$ cat config.mk
export PLATFORM = sky130hd
export DESIGN_NAME = alu_issue_ctrl_flat
export DESIGN_NICKNAME = d
export VERILOG_FILES = /design/src/rtl/alu_issue_ctrl_pkg.sv /design/src/rtl/alu_issue_ctrl_if.sv /design/src/rtl/alu_instr_decode.sv /design/src/rtl/alu_issue_ctrl.sv /design/src/flat_wrapper.sv
export SDC_FILE = /design/constraint.sdc
export NUM_CORES = 1
export LEC_CHECK = 0
export ABC_AREA = 1
export CAP_MARGIN = 20
export CORE_ASPECT_RATIO = 0.7
export CORE_MARGIN = 1.5
export CORE_UTILIZATION = 40
export CTS_CLUSTER_SIZE = 8
export DETAILED_ROUTE_END_ITERATION = 8
export PLACE_DENSITY = 0.78
export SETUP_SLACK_MARGIN = 0.3
export SYNTH_ARGS = -nofsm -noshare
export SYNTH_HDL_FRONTEND = slang
export SYNTH_HIERARCHICAL = 1
export SYNTH_SLANG_ARGS = --single-unit
$ cat constraint.sdc
create_clock -name clk_i -period 2.3 [get_ports clk_i]
set_input_delay 0.69 -clock clk_i [delete_from_list [all_inputs] [get_ports clk_i]]
set_output_delay 0.69 -clock clk_i [all_outputs]
set_load 0.02 [all_outputs]
$ cat src/rtl/alu_issue_ctrl_pkg.sv
`default_nettype none
// ============================================================================
//  Module   : alu_issue_ctrl_pkg
//  Purpose  : Shared definitions for the ALU issue controller: ALU operation
//             codes, instruction opcode/funct values, FSM state encoding and
//             an immediate sign-extension helper.
//  Ports    : none (package)
//  Revision : 1.0 - initial release
// ============================================================================
package alu_issue_ctrl_pkg;

   // Settle counter width covers SETTLE_CYCLES up to 15
   localparam int unsigned CNT_W = 4;

   // ALU operation codes presented on the OPRN bus
   localparam logic [5:0] OPRN_NOP = 6'd0;
   localparam logic [5:0] OPRN_ADD = 6'd1;
   localparam logic [5:0] OPRN_SUB = 6'd2;
   localparam logic [5:0] OPRN_MUL = 6'd3;
   localparam logic [5:0] OPRN_SRL = 6'd4;
   localparam logic [5:0] OPRN_SLL = 6'd5;
   localparam logic [5:0] OPRN_AND = 6'd6;
   localparam logic [5:0] OPRN_OR  = 6'd7;
   localparam logic [5:0] OPRN_NOR = 6'd8;
   localparam logic [5:0] OPRN_SLT = 6'd9;

   // Primary opcodes
   localparam logic [5:0] OP_RTYPE = 6'h00;
   localparam logic [5:0] OP_BEQ   = 6'h04;
   localparam logic [5:0] OP_BNE   = 6'h05;
   localparam logic [5:0] OP_ADDI  = 6'h08;
   localparam logic [5:0] OP_SLTI  = 6'h0a;
   localparam logic [5:0] OP_ANDI  = 6'h0c;
   localparam logic [5:0] OP_ORI   = 6'h0d;
   localparam logic [5:0] OP_LUI   = 6'h0f;
   localparam logic [5:0] OP_MULI  = 6'h1d;

   // R-type funct codes
   localparam logic [5:0] F_SLL = 6'h00;
   localparam logic [5:0] F_SRL = 6'h02;
   localparam logic [5:0] F_ADD = 6'h20;
   localparam logic [5:0] F_SUB = 6'h22;
   localparam logic [5:0] F_AND = 6'h24;
   localparam logic [5:0] F_OR  = 6'h25;
   localparam logic [5:0] F_NOR = 6'h27;
   localparam logic [5:0] F_SLT = 6'h2a;
   localparam logic [5:0] F_MUL = 6'h2c;

   typedef enum logic [1:0] {
      ST_IDLE = 2'd0,
      ST_EXEC = 2'd1,
      ST_RESP = 2'd2
   } state_e;

   function automatic logic [31:0] sext16(input logic [15:0] imm);
      return {{16{imm[15]}}, imm};
   endfunction

endpackage
`default_nettype wire

$ cat src/rtl/alu_issue_ctrl_if.sv
`default_nettype none
// ============================================================================
//  Module   : alu_issue_ctrl_if
//  Purpose  : Request, ALU and response signal bundle of the ALU issue
//             controller.
//  Ports    : req_*  - decoded-operand instruction handshake (valid/ready)
//             alu_*  - operands/operation to and result from the ALU
//             rsp_*  - result and writeback info handshake (valid/ready)
//  Modports : master - the issue controller
//             slave  - the surrounding datapath (register read, ALU, WB)
//  Revision : 1.0 - initial release
// ============================================================================
interface alu_issue_ctrl_if;
   logic        req_valid;
   logic        req_ready;
   logic [31:0] req_instr;
   logic [31:0] req_rs_data;
   logic [31:0] req_rt_data;
   logic [31:0] alu_op1;
   logic [31:0] alu_op2;
   logic [5:0]  alu_oprn;
   logic [31:0] alu_out;
   logic        alu_zero;
   logic        rsp_valid;
   logic        rsp_ready;
   logic [31:0] rsp_result;
   logic        rsp_zero;
   logic [4:0]  rsp_dest;
   logic        rsp_we;
   logic        rsp_illegal;

   modport master (
      input  req_valid, req_instr, req_rs_data, req_rt_data, alu_out, alu_zero, rsp_ready,
      output req_ready, alu_op1, alu_op2, alu_oprn,
      output rsp_valid, rsp_result, rsp_zero, rsp_dest, rsp_we, rsp_illegal
   );

   modport slave (
      output req_valid, req_instr, req_rs_data, req_rt_data, alu_out, alu_zero, rsp_ready,
      input  req_ready, alu_op1, alu_op2, alu_oprn,
      input  rsp_valid, rsp_result, rsp_zero, rsp_dest, rsp_we, rsp_illegal
   );
endinterface
`default_nettype wire

$ cat src/rtl/alu_instr_decode.sv
`default_nettype none
// ============================================================================
//  Module   : alu_instr_decode
//  Purpose  : Combinational instruction decode: maps opcode/funct to an ALU
//             operation and builds the two ALU operands plus writeback info.
//  Ports    : instr_i   - instruction word
//             rs_i/rt_i - register operand values
//             oprn_o    - ALU operation code
//             op1_o/op2_o - ALU operands
//             dest_o    - writeback register address
//             we_o      - writeback enable
//             illegal_o - instruction has no ALU mapping
//  Revision : 1.0 - initial release
// ============================================================================
module alu_instr_decode
   import alu_issue_ctrl_pkg::*;
(
   input  logic [31:0] instr_i,
   input  logic [31:0] rs_i,
   input  logic [31:0] rt_i,
   output logic [5:0]  oprn_o,
   output logic [31:0] op1_o,
   output logic [31:0] op2_o,
   output logic [4:0]  dest_o,
   output logic        we_o,
   output logic        illegal_o
);

   logic [5:0]  opcode;
   logic [5:0]  funct;
   logic [4:0]  rt_f;
   logic [4:0]  rd_f;
   logic [4:0]  shamt;
   logic [15:0] imm;
   logic        unused_rs_field;

   assign opcode = instr_i[31:26];
   assign rt_f   = instr_i[20:16];
   assign rd_f   = instr_i[15:11];
   assign shamt  = instr_i[10:6];
   assign funct  = instr_i[5:0];
   assign imm    = instr_i[15:0];
   // The rs register index is resolved upstream; its value arrives on rs_i
   assign unused_rs_field = ^instr_i[25:21];

   always_comb begin
      oprn_o    = OPRN_NOP;
      op1_o     = rs_i;
      op2_o     = rt_i;
      dest_o    = 5'd0;
      we_o      = 1'b0;
      illegal_o = 1'b0;
      case (opcode)
         OP_RTYPE: begin
            dest_o = rd_f;
            we_o   = 1'b1;
            case (funct)
               F_ADD: oprn_o = OPRN_ADD;
               F_SUB: oprn_o = OPRN_SUB;
               F_MUL: oprn_o = OPRN_MUL;
               F_AND: oprn_o = OPRN_AND;
               F_OR:  oprn_o = OPRN_OR;
               F_NOR: oprn_o = OPRN_NOR;
               F_SLT: oprn_o = OPRN_SLT;
               // Shifts move rt by the shamt field rather than by rt
               F_SRL: begin
                  oprn_o = OPRN_SRL;
                  op1_o  = rt_i;
                  op2_o  = {27'b0, shamt};
               end
               F_SLL: begin
                  oprn_o = OPRN_SLL;
                  op1_o  = rt_i;
                  op2_o  = {27'b0, shamt};
               end
               default: begin
                  dest_o    = 5'd0;
                  we_o      = 1'b0;
                  illegal_o = 1'b1;
               end
            endcase
         end
         OP_ADDI, OP_MULI, OP_SLTI: begin
            oprn_o = (opcode == OP_ADDI) ? OPRN_ADD :
                     (opcode == OP_MULI) ? OPRN_MUL : OPRN_SLT;
            op2_o  = sext16(imm);
            dest_o = rt_f;
            we_o   = 1'b1;
         end
         OP_ANDI, OP_ORI: begin
            oprn_o = (opcode == OP_ANDI) ? OPRN_AND : OPRN_OR;
            op2_o  = {16'b0, imm};
            dest_o = rt_f;
            we_o   = 1'b1;
         end
         // lui is built as imm << 16 on the shifter
         OP_LUI: begin
            oprn_o = OPRN_SLL;
            op1_o  = {16'b0, imm};
            op2_o  = 32'd16;
            dest_o = rt_f;
            we_o   = 1'b1;
         end
         // Branches only compare; the consumer looks at the zero flag
         OP_BEQ, OP_BNE: begin
            oprn_o = OPRN_SUB;
            dest_o = rt_f;
         end
         default: illegal_o = 1'b1;
      endcase
   end

endmodule
`default_nettype wire

$ cat src/rtl/alu_issue_ctrl.sv
`default_nettype none
// ============================================================================
//  Module   : alu_issue_ctrl
//  Purpose  : Requester side of a combinational ALU. Accepts one decoded-
//             operand instruction, drives registered operands to the ALU,
//             captures its result after a settle window and returns it with
//             writeback info.
//  Ports    : clk_i - clock, rising edge
//             rst_i - synchronous active-high reset
//             bus   - request / ALU / response bundle (master view)
//  Revision : 1.0 - initial release
// ============================================================================
module alu_issue_ctrl
   import alu_issue_ctrl_pkg::*;
#(
   parameter int unsigned SETTLE_CYCLES = 1
)(
   input  logic             clk_i,
   input  logic             rst_i,
   alu_issue_ctrl_if.master bus
);

   localparam logic [CNT_W-1:0] SETTLE_INIT = CNT_W'(SETTLE_CYCLES);

   state_e           state_q, state_d;
   logic [CNT_W-1:0] cnt_q, cnt_d;
   logic [31:0]      op1_q, op1_d, op2_q, op2_d;
   logic [5:0]       oprn_q, oprn_d;
   logic             rsp_valid_q, rsp_valid_d;
   logic [31:0]      rsp_result_q, rsp_result_d;
   logic             rsp_zero_q, rsp_zero_d;
   logic [4:0]       rsp_dest_q, rsp_dest_d;
   logic             rsp_we_q, rsp_we_d;
   logic             rsp_illegal_q, rsp_illegal_d;

   logic [5:0]  dec_oprn;
   logic [31:0] dec_op1, dec_op2;
   logic [4:0]  dec_dest;
   logic        dec_we, dec_illegal;

   alu_instr_decode u_decode (
      .instr_i   (bus.req_instr),
      .rs_i      (bus.req_rs_data),
      .rt_i      (bus.req_rt_data),
      .oprn_o    (dec_oprn),
      .op1_o     (dec_op1),
      .op2_o     (dec_op2),
      .dest_o    (dec_dest),
      .we_o      (dec_we),
      .illegal_o (dec_illegal)
   );

   always_ff @(posedge clk_i) begin
      if (rst_i) begin
         state_q       <= ST_IDLE;
         cnt_q         <= '0;
         op1_q         <= '0;
         op2_q         <= '0;
         oprn_q        <= OPRN_NOP;
         rsp_valid_q   <= 1'b0;
         rsp_result_q  <= '0;
         rsp_zero_q    <= 1'b0;
         rsp_dest_q    <= '0;
         rsp_we_q      <= 1'b0;
         rsp_illegal_q <= 1'b0;
      end else begin
         state_q       <= state_d;
         cnt_q         <= cnt_d;
         op1_q         <= op1_d;
         op2_q         <= op2_d;
         oprn_q        <= oprn_d;
         rsp_valid_q   <= rsp_valid_d;
         rsp_result_q  <= rsp_result_d;
         rsp_zero_q    <= rsp_zero_d;
         rsp_dest_q    <= rsp_dest_d;
         rsp_we_q      <= rsp_we_d;
         rsp_illegal_q <= rsp_illegal_d;
      end
   end

   always_comb begin
      state_d       = state_q;
      cnt_d         = cnt_q;
      op1_d         = op1_q;
      op2_d         = op2_q;
      oprn_d        = oprn_q;
      rsp_valid_d   = rsp_valid_q;
      rsp_result_d  = rsp_result_q;
      rsp_zero_d    = rsp_zero_q;
      rsp_dest_d    = rsp_dest_q;
      rsp_we_d      = rsp_we_q;
      rsp_illegal_d = rsp_illegal_q;
      case (state_q)
         ST_IDLE: begin
            if (bus.req_valid) begin
               rsp_illegal_d = dec_illegal;
               rsp_dest_d    = dec_dest;
               rsp_we_d      = dec_we;
               if (dec_illegal) begin
                  // No ALU work: answer immediately, leave the ALU operands untouched
                  rsp_result_d = '0;
                  rsp_zero_d   = 1'b0;
                  rsp_valid_d  = 1'b1;
                  state_d      = ST_RESP;
               end else begin
                  op1_d   = dec_op1;
                  op2_d   = dec_op2;
                  oprn_d  = dec_oprn;
                  cnt_d   = SETTLE_INIT;
                  state_d = ST_EXEC;
               end
            end
         end
         ST_EXEC: begin
            if (cnt_q == CNT_W'(1)) begin
               rsp_result_d = bus.alu_out;
               rsp_zero_d   = bus.alu_zero;
               rsp_valid_d  = 1'b1;
               state_d      = ST_RESP;
            end else begin
               cnt_d = cnt_q - CNT_W'(1);
            end
         end
         ST_RESP: begin
            if (bus.rsp_ready) begin
               rsp_valid_d = 1'b0;
               state_d     = ST_IDLE;
            end
         end
         default: state_d = ST_IDLE;
      endcase
   end

   assign bus.req_ready   = (state_q == ST_IDLE);
   assign bus.alu_op1     = op1_q;
   assign bus.alu_op2     = op2_q;
   assign bus.alu_oprn    = oprn_q;
   assign bus.rsp_valid   = rsp_valid_q;
   assign bus.rsp_result  = rsp_result_q;
   assign bus.rsp_zero    = rsp_zero_q;
   assign bus.rsp_dest    = rsp_dest_q;
   assign bus.rsp_we      = rsp_we_q;
   assign bus.rsp_illegal = rsp_illegal_q;

endmodule
`default_nettype wire
$ cat src/flat_wrapper.sv
// flat-port wrapper written by rule: the top's interface ports become plain ports
module alu_issue_ctrl_flat import alu_issue_ctrl_pkg::*;
#(
   parameter int unsigned SETTLE_CYCLES = 1
)
  (clk_i, rst_i, bus_req_valid, bus_req_instr, bus_req_rs_data, bus_req_rt_data, bus_alu_out, bus_alu_zero, bus_rsp_ready, bus_req_ready, bus_alu_op1, bus_alu_op2, bus_alu_oprn, bus_rsp_valid, bus_rsp_result, bus_rsp_zero, bus_rsp_dest, bus_rsp_we, bus_rsp_illegal);
  alu_issue_ctrl_if bus_i ();
  input  logic clk_i;
  input  logic rst_i;
  input wire logic [$bits(bus_i.req_valid)-1:0] bus_req_valid;
  input wire logic [$bits(bus_i.req_instr)-1:0] bus_req_instr;
  input wire logic [$bits(bus_i.req_rs_data)-1:0] bus_req_rs_data;
  input wire logic [$bits(bus_i.req_rt_data)-1:0] bus_req_rt_data;
  input wire logic [$bits(bus_i.alu_out)-1:0] bus_alu_out;
  input wire logic [$bits(bus_i.alu_zero)-1:0] bus_alu_zero;
  input wire logic [$bits(bus_i.rsp_ready)-1:0] bus_rsp_ready;
  output wire logic [$bits(bus_i.req_ready)-1:0] bus_req_ready;
  output wire logic [$bits(bus_i.alu_op1)-1:0] bus_alu_op1;
  output wire logic [$bits(bus_i.alu_op2)-1:0] bus_alu_op2;
  output wire logic [$bits(bus_i.alu_oprn)-1:0] bus_alu_oprn;
  output wire logic [$bits(bus_i.rsp_valid)-1:0] bus_rsp_valid;
  output wire logic [$bits(bus_i.rsp_result)-1:0] bus_rsp_result;
  output wire logic [$bits(bus_i.rsp_zero)-1:0] bus_rsp_zero;
  output wire logic [$bits(bus_i.rsp_dest)-1:0] bus_rsp_dest;
  output wire logic [$bits(bus_i.rsp_we)-1:0] bus_rsp_we;
  output wire logic [$bits(bus_i.rsp_illegal)-1:0] bus_rsp_illegal;
  assign bus_i.req_valid = bus_req_valid;
  assign bus_i.req_instr = bus_req_instr;
  assign bus_i.req_rs_data = bus_req_rs_data;
  assign bus_i.req_rt_data = bus_req_rt_data;
  assign bus_i.alu_out = bus_alu_out;
  assign bus_i.alu_zero = bus_alu_zero;
  assign bus_i.rsp_ready = bus_rsp_ready;
  assign bus_req_ready = bus_i.req_ready;
  assign bus_alu_op1 = bus_i.alu_op1;
  assign bus_alu_op2 = bus_i.alu_op2;
  assign bus_alu_oprn = bus_i.alu_oprn;
  assign bus_rsp_valid = bus_i.rsp_valid;
  assign bus_rsp_result = bus_i.rsp_result;
  assign bus_rsp_zero = bus_i.rsp_zero;
  assign bus_rsp_dest = bus_i.rsp_dest;
  assign bus_rsp_we = bus_i.rsp_we;
  assign bus_rsp_illegal = bus_i.rsp_illegal;
  alu_issue_ctrl #(.SETTLE_CYCLES(SETTLE_CYCLES)) u_core (.clk_i(clk_i), .rst_i(rst_i), .bus(bus_i));
endmodule
==> impl_metrics.yaml, run 1 <==
detailed_routing:
  wl_um: 26980
  detail_route.first_pass.iterations: 6
  wire_per_inst_um: 18.26
  drtIter0Drc: 878
  ant_nets: 0
  vias: 8006
  drc: 0
  viasPerCell: 5.420
timing:
  fmaxAchievable_mhz: 458.4
  setup_viol: 0
  finClkSkew_ns: 0.01013
  layout_setup_ws_ns: 0.1187
  slew_headroom: 0.4850
  drv_slew: 0
  min_period_ns: 2.181
  worstMarginPinSlew_ns: 0.7706
  finalCritPeriodShare: 0.9484
  finalHoldViolCount: 0
  rsz0062_at_grt: "yes"
setup_path:
  path_cells: "buf_6 > nor2_4 > nand2_2 > nor2_4 > nand3_2 > nand2_2 > inv_2 > nand2_4 > nor2_4 > nor2_4 > nand2_8 > buf_12 > buf_4 > o21ai_2 > nor2_1"
  cp_slowest_cell: "nor2_4"
  crit_type: "in -> reg"
  path_common_cell: "nor2_4"
  slowest_delay_ns: 0.24
  r2r_start: "u_core/cnt_q[1]"
  cp-end-kind: "flop"
  crit_path_max_fanout: 7
  r2r_end: "u_core/bus.rsp_result[0]"
  critPathRequiredTime_ns: 2.60
  ff2ff_path_depth: 6
  crit_path_start_kind: "input port"
  cp.arrival_ns: 2.48
  r2r_slack_ns: 0.49
placement:
  buffer_ports.inserted: 239
  place_congestion: 0.9493
  preCtsSetupSlack_ns: -0.5664
  hpwl_um: 16380
  dp.cells: 1401
die:
  core_area_um2: 14810
  rows: 37
  dieArea_um2: 16030
  die_w_um: 150.7
  die_h_um: 106.4
  io_pins: 245
  initial_utilization: 0.4122
power:
  cellPowerDensity_nw_per_um2: 563.2
  peakVddDrop_v: 0.0004417
  leakagePower_nw: 5.229
  power_mw: 6.181
layout:
  final_util: 0.7408
  drive_above_1_share: 0.2582
  nNetsFinal: 1404
  finalNonFillerCells: 1477
  antenna_cells: 0
  fillers: 1065
  synthToLayoutAreaGrowth_pct: 79.70
clocking:
  htree_num_levels: 4
  hold_buffers: 0
  root_buffer: "clkbuf_16"
  cts_buffers: 17
  insertion_delay_ns: 0.41
  cts.clk_slew.worst_paths_ns: 0.06
  clock_path_buffers: 2
  cts.sinks: 117
  tritoncts: "yes"
yosys:
  synth_cells: 960
  synth_area_leaders: "dfxtp_1 (38%), nand2_1 (14%), nor2_1 (14%)"
  synth.distinct_cells: 29
  yosysTopAreaCell: "dfxtp_1"
  synth_top_area_frac: 0.3835
  syn_area_um2: 6107
  synth_seq_cells: 117
  yosys_warnings: 6
  syn-mean-instance-area_um2: 6.362
  ys_seq_area_frac: 0.3835
global_route:
  grt-ovfl-total: 0
  grt_pass1_vias: 7207
  grt_pass1_wl_um: 39120
  grt_antenna_before_repair: 1
  grt_usage: 0.3174
  grt_max_degree: 38
hold_path:
  hold_class: "reg -> reg"
  min_to: "u_core/bus.rsp_result[28]"
  min_path_cells: 2
  min-delay-start: "u_core/bus.rsp_result[28]"
outcome:
  status: "completed"
job:
  drv_cap: 0
==> worst max-delay path: cells and delay by family <==
family | cells | cell delay (ns)
AO/OA/AOI/OAI | 1 | 0.11
buffers and inverters | 4 | 0.48
AND/OR/NAND/NOR | 10 | 1.19
==> metrics by stage <==
stage,TNS [ns],hold slack [ns],cell area (um2)
after global placement,-46.13,0.4451,9102
final,0,0.4573,10970
after global routing,0,0.4702,10970
after floorplan,0,0.4742,6195
after detailed placement,-48.79,0.4527,9102
after CTS,0,0.4584,10580
==> cells in the final DEF, fill, tap and decap left out, types with 4 or more instances in the layout <==
cell type	synthesis	layout
inv_1	49	40
buf_12	0	25
a21oi_1	40	37
nand3_1	74	65
o211ai_1	16	16
dfxtp_1	117	117
clkbuf_16	0	17
nand2_1	232	220
clkdlybuf4s50_1	0	115
dlygate4sd2_1	0	112
clkinv_2	0	4
o21ai_0	84	30
nor2_1	223	160
nor2_4	6	25
nor3_1	17	17
o21ai_1	13	10
buf_16	0	15
nand4_1	4	4
nand3_2	1	8
inv_2	8	14
o21ai_2	0	52
nor2_2	1	45
nand2_4	1	6
buf_6	7	10
nand2_2	6	11
nand3_4	2	4
buf_4	7	59
buf_2	25	7
o21ai_4	0	5
==> layer usage <==
metal,up-vias,share of wire,GRT usage
met5,-,0,0
met4,0,0.034,0.1207
met3,88,0.13,0.09871
met2,533,0.45,0.4902
met1,3674,0.39,0.4130
li1,3711,-,-
==> cells in the mapped netlist (all sizes together) <==
| cell | instances |
|---|---|
| nand2 | 239 |
| nor2 | 230 |
| dfxtp | 117 |
| o21ai | 97 |
| nand3 | 77 |
| inv | 57 |
| buf | 41 |
| a21oi | 40 |
| clkbuf | 18 |
| nor3 | 17 |
| o211ai | 16 |
| nand4 | 4 |
| ha | 2 |
| a211o | 1 |
| a31oi | 1 |
| conb | 1 |
| nand3b | 1 |
| or2 | 1 |
==> final cells by class <==
cell class              instances  area (um2)  share of cell area
clock buffers                  20       456.7             0.04161
clock inverters                12       128.9             0.01174
inverters                      57       234.0             0.02132
multi-input cells             729        3901              0.3555
flip-flops and latches        117        2342              0.2134
well taps                     195       244.0             0.02223
repair buffers                346        3651              0.3327
repair inverters                1       16.27            0.001482
==> cells by family after synthesis <==
logic type,synth area share
AND/OR/NAND/NOR,0.3880
flip-flops,0.3835
buffers and inverters,0.08933
adder cells (fa/ha/maj),0.004097
AO/OA/AOI/OAI,0.1344
other,0.0006140
==> timing repair <==
item	CTS	global route
buffers inserted	18	9
gates cloned	17	0
resized for setup	313	109
endpoints found under the setup margin	228	115
pin swaps	51	51
==> where the power goes <==
group          internal [mW]  leakage, nW  switching (mW)  total [mW]
Sequential              2.11        0.948          0.0567        2.16
Clock                   1.65        0.282            1.03        2.68
Combinational          0.623         4.00           0.718        1.34
Total                   4.38         5.23            1.80        6.18
==> worst max path at each step <==
| stage | start | endpoint | slack [ns] | cells after the start |
|---|---|---|---|---|
| 2_1_floorplan | bus_req_instr[31] | u_core/bus.alu_op2[31] | 0.1 | 14 |
| 4_1_cts | bus_req_instr[30] | u_core/bus.alu_op1[28] | 0.14 | 15 |
| 5_1_grt | bus_req_instr[31] | u_core/bus.alu_op1[28] | 0.06 | 15 |
| 3_3_place_gp | bus_req_instr[5] | u_core/bus.alu_op2[17] | -0.58 | 16 |
| 3_5_place_dp | bus_req_instr[5] | u_core/bus.alu_op2[9] | -0.57 | 16 |
| 6_report | bus_req_instr[31] | u_core/bus.alu_op1[28] | 0.12 | 15 |
==> flip-flops by register name, summed over array words and instances, names as in the netlist, 2 cells and up <==
name and flops:
u_core/bus.alu_op2 32, u_core/cnt_q 4, u_core/state_q 2, u_core/bus.alu_op1 32, u_core/bus.rsp_dest 5, u_core/bus.rsp_result 32, u_core/bus.alu_oprn 6
No activity file was read; power rests on OpenSTA's default activity.
==> inputs of run 2 (changes only) <==
--- a/config.mk
+++ b/config.mk
@@ -7,12 +7,14 @@
 export LEC_CHECK = 0
 export ABC_AREA = 1
 export CAP_MARGIN = 20
+export CELL_PAD_IN_SITES_DETAIL_PLACEMENT = 1
+export CELL_PAD_IN_SITES_GLOBAL_PLACEMENT = 1
 export CORE_ASPECT_RATIO = 0.7
 export CORE_MARGIN = 1.5
-export CORE_UTILIZATION = 40
+export CORE_UTILIZATION = 26
 export CTS_CLUSTER_SIZE = 8
 export DETAILED_ROUTE_END_ITERATION = 8
-export PLACE_DENSITY = 0.78
+export PLACE_DENSITY_LB_ADDON = 0.1
 export SETUP_SLACK_MARGIN = 0.3
 export SYNTH_ARGS = -nofsm -noshare
 export SYNTH_HDL_FRONTEND = slang
==> impl_metrics.yaml, run 2 (same netlist as run 1, synthesis figures left out) <==
detailed_routing:
  wl_um: 29630
  drtIter0Drc: 394
  ant_nets: 0
  wire_per_inst_um: 18.27
  detail_route.first_pass.iterations: 4
  vias: 7615
  viasPerCell: 4.695
  drc: 0
die:
  die_h_um: 131.2
  rows: 46
  core_area_um2: 22850
  io_pins: 245
  die_w_um: 186.2
  initial_utilization: 0.2673
  dieArea_um2: 24430
job:
  drv_cap: 0
setup_path:
  slowest_delay_ns: 0.20
  r2r_end: "u_core/bus.rsp_result[8]"
  critPathRequiredTime_ns: 2.61
  ff2ff_path_depth: 8
  cp_num_buf_inv: 6
  cp_slowest_cell: "buf_4"
  cp.arrival_ns: 2.38
  cp-end-kind: "flop"
  crit_path_max_fanout: 16
  r2r_start: "u_core/cnt_q[1]"
  critPathTopFamily: "buffers and inverters"
  cp-startpoint: "bus_req_instr[31]"
  crit_path_start_kind: "input port"
  path_cells: "buf_8 > nor2_4 > buf_6 > nand4_1 > buf_4 > buf_6 > nand2_4 > nand2_4 > buf_12 > buf_8 > nand2_1 > o21ai_0 > o21ai_1 > nor2_1"
  crit_type: "in -> reg"
  r2r_slack_ns: 0.76
layout:
  fillers: 2840
  nNetsFinal: 1432
  final_cell_mix: "nand2_1 (220), nor2_1 (185), dfxtp_1 (117)"
  drive_above_1_share: 0.2328
  layout_commonest_cell: "nand2_1"
  antenna_cells: 0
  final_util: 0.4868
  synthToLayoutAreaGrowth_pct: 82.14
placement:
  preCtsSetupSlack_ns: -0.6779
  hpwl_um: 19910
  place_congestion: 0.8339
  buffer_ports.inserted: 239
timing:
  hold-worst-slack_ns: 0.4546
  worstMarginPinSlew_ns: 0.6032
  fmaxAchievable_mhz: 482.9
  setup_viol: 0
  layout_setup_ws_ns: 0.2290
  finalHoldViolCount: 0
  min_period_ns: 2.071
  setup_tns_ns: 0
  drv_slew: 0
  slew_headroom: 0.5961
  finalCritPeriodShare: 0.9004
  finClkSkew_ns: 0.006011
  rsz0062_at_grt: "yes"
clocking:
  cts_buffers: 17
  cts.sinks: 117
  tritoncts: "yes"
  root_buffer: "clkbuf_16"
  insertion_delay_ns: 0.43
  cts.clk_slew.worst_paths_ns: 0.06
  htree_num_levels: 4
  clock_path_buffers: 2
global_route:
  grt_max_degree: 38
  grt_usage: 0.2366
  grt-ovfl-total: 0
  grt_pass1_vias: 7750
  grt_antenna_before_repair: 0
  grt_pass1_wl_um: 43800
hold_path:
  hold_class: "reg -> reg"
  min_to: "u_core/bus.rsp_result[16]"
  min-delay-start: "u_core/bus.rsp_result[16]"
  min_path_cells: 2
outcome:
  status: "completed"
power:
  peakVddDrop_v: 0.0005072
  cellPowerDensity_nw_per_um2: 555.9
  power_mw: 6.184
  leakagePower_nw: 5.284
## run 2: cell count changes in the layout (fill, tap and decap cells not counted), moves of 4 or more
cell	change
buf_8	+8
buf_12	-9
inv_2	-4
buf_4	+32
nor2_1	+25
o21ai_1	+31
o21ai_2	-30
buf_16	-7
nor2_2	-27
## run 2: area by class of cell
| class | instances | area [um2] | share of cell area |
|---|---|---|---|
| Clock buffer | 18 | 439.2 | 0.03948 |
| Tap cell | 312 | 390.4 | 0.03510 |
| Sequential cell | 117 | 2342 | 0.2106 |
| Multi-Input combinational cell | 728 | 3734 | 0.3357 |
| Inverter | 57 | 242.7 | 0.02182 |
| Timing Repair Buffer | 375 | 3807 | 0.3423 |
| Clock inverter | 14 | 158.9 | 0.01429 |
| Timing Repair inverter | 1 | 8.758 | 0.0007874 |
## run 2: what timing repair did
item,4_1_cts,5_1_grt
gates resized for setup,307,89
pin swaps,30,46
endpoints found under the setup margin,229,106
hold buffers,0,0
setup buffers,41,5
cloned,11,3
## run 2: worst max-delay path by stage
stage | to | cells past startpoint
6_report | u_core/bus.alu_op1[31] | 14
5_1_grt | u_core/bus.alu_op1[31] | 14
4_1_cts | u_core/cnt_q[3] | 17
3_5_place_dp | u_core/cnt_q[3] | 15
3_3_place_gp | u_core/bus.alu_op1[30] | 14
2_1_floorplan | u_core/bus.alu_op2[31] | 14
## run 2: tightest hold or removal path: cells and delay by family (launching register included)
family | cells | cell delay, ns
compound gates | 1 | 0.05
flops | 1 | 0.30
simple gates | 1 | 0.06
## run 2: stage by stage
| stage | instance area, um2 | instances |
|---|---|---|
| final | 11120 | 1622 |
| after global routing | 11120 | 1622 |
| after CTS | 10720 | 1614 |
| after detailed placement | 9294 | 1530 |
| after global placement | 9294 | 1530 |
| after floorplan | 6195 | 961 |
## run 2: layer usage
metal | up-vias | wire length, um | track usage | share of wire
met3 | 21 | 1713 | 0.05793 | 0.058
li1 | 3765 | - | - | -
met1 | 3624 | 14410 | 0.3252 | 0.49
met5 | - | 0 | 0 | 0
met2 | 205 | 13150 | 0.3680 | 0.44
met4 | 0 | 352 | 0.05914 | 0.012
## run 2: where the power goes
part	switching (mW)	internal (mW)	total, mW
Clock	1.01	1.72	2.73
Sequential	0.0531	2.11	2.16
Combinational	0.694	0.605	1.30
==> inputs of run 3 (changes only) <==
--- a/config.mk
+++ b/config.mk
@@ -6,15 +6,14 @@
 export NUM_CORES = 1
 export LEC_CHECK = 0
 export ABC_AREA = 1
-export CAP_MARGIN = 20
-export CELL_PAD_IN_SITES_DETAIL_PLACEMENT = 1
-export CELL_PAD_IN_SITES_GLOBAL_PLACEMENT = 1
+export CAP_MARGIN = 0
 export CORE_ASPECT_RATIO = 0.7
 export CORE_MARGIN = 1.5
-export CORE_UTILIZATION = 26
+export CORE_UTILIZATION = 40
+export CTS_CLUSTER_DIAMETER = 120
 export CTS_CLUSTER_SIZE = 8
 export DETAILED_ROUTE_END_ITERATION = 8
-export PLACE_DENSITY_LB_ADDON = 0.1
+export PLACE_DENSITY = 0.78
 export SETUP_SLACK_MARGIN = 0.3
 export SYNTH_ARGS = -nofsm -noshare
 export SYNTH_HDL_FRONTEND = slang
==> results of run 3 <==
No change in the layout: final DEF, timing and power equal those of run 1.
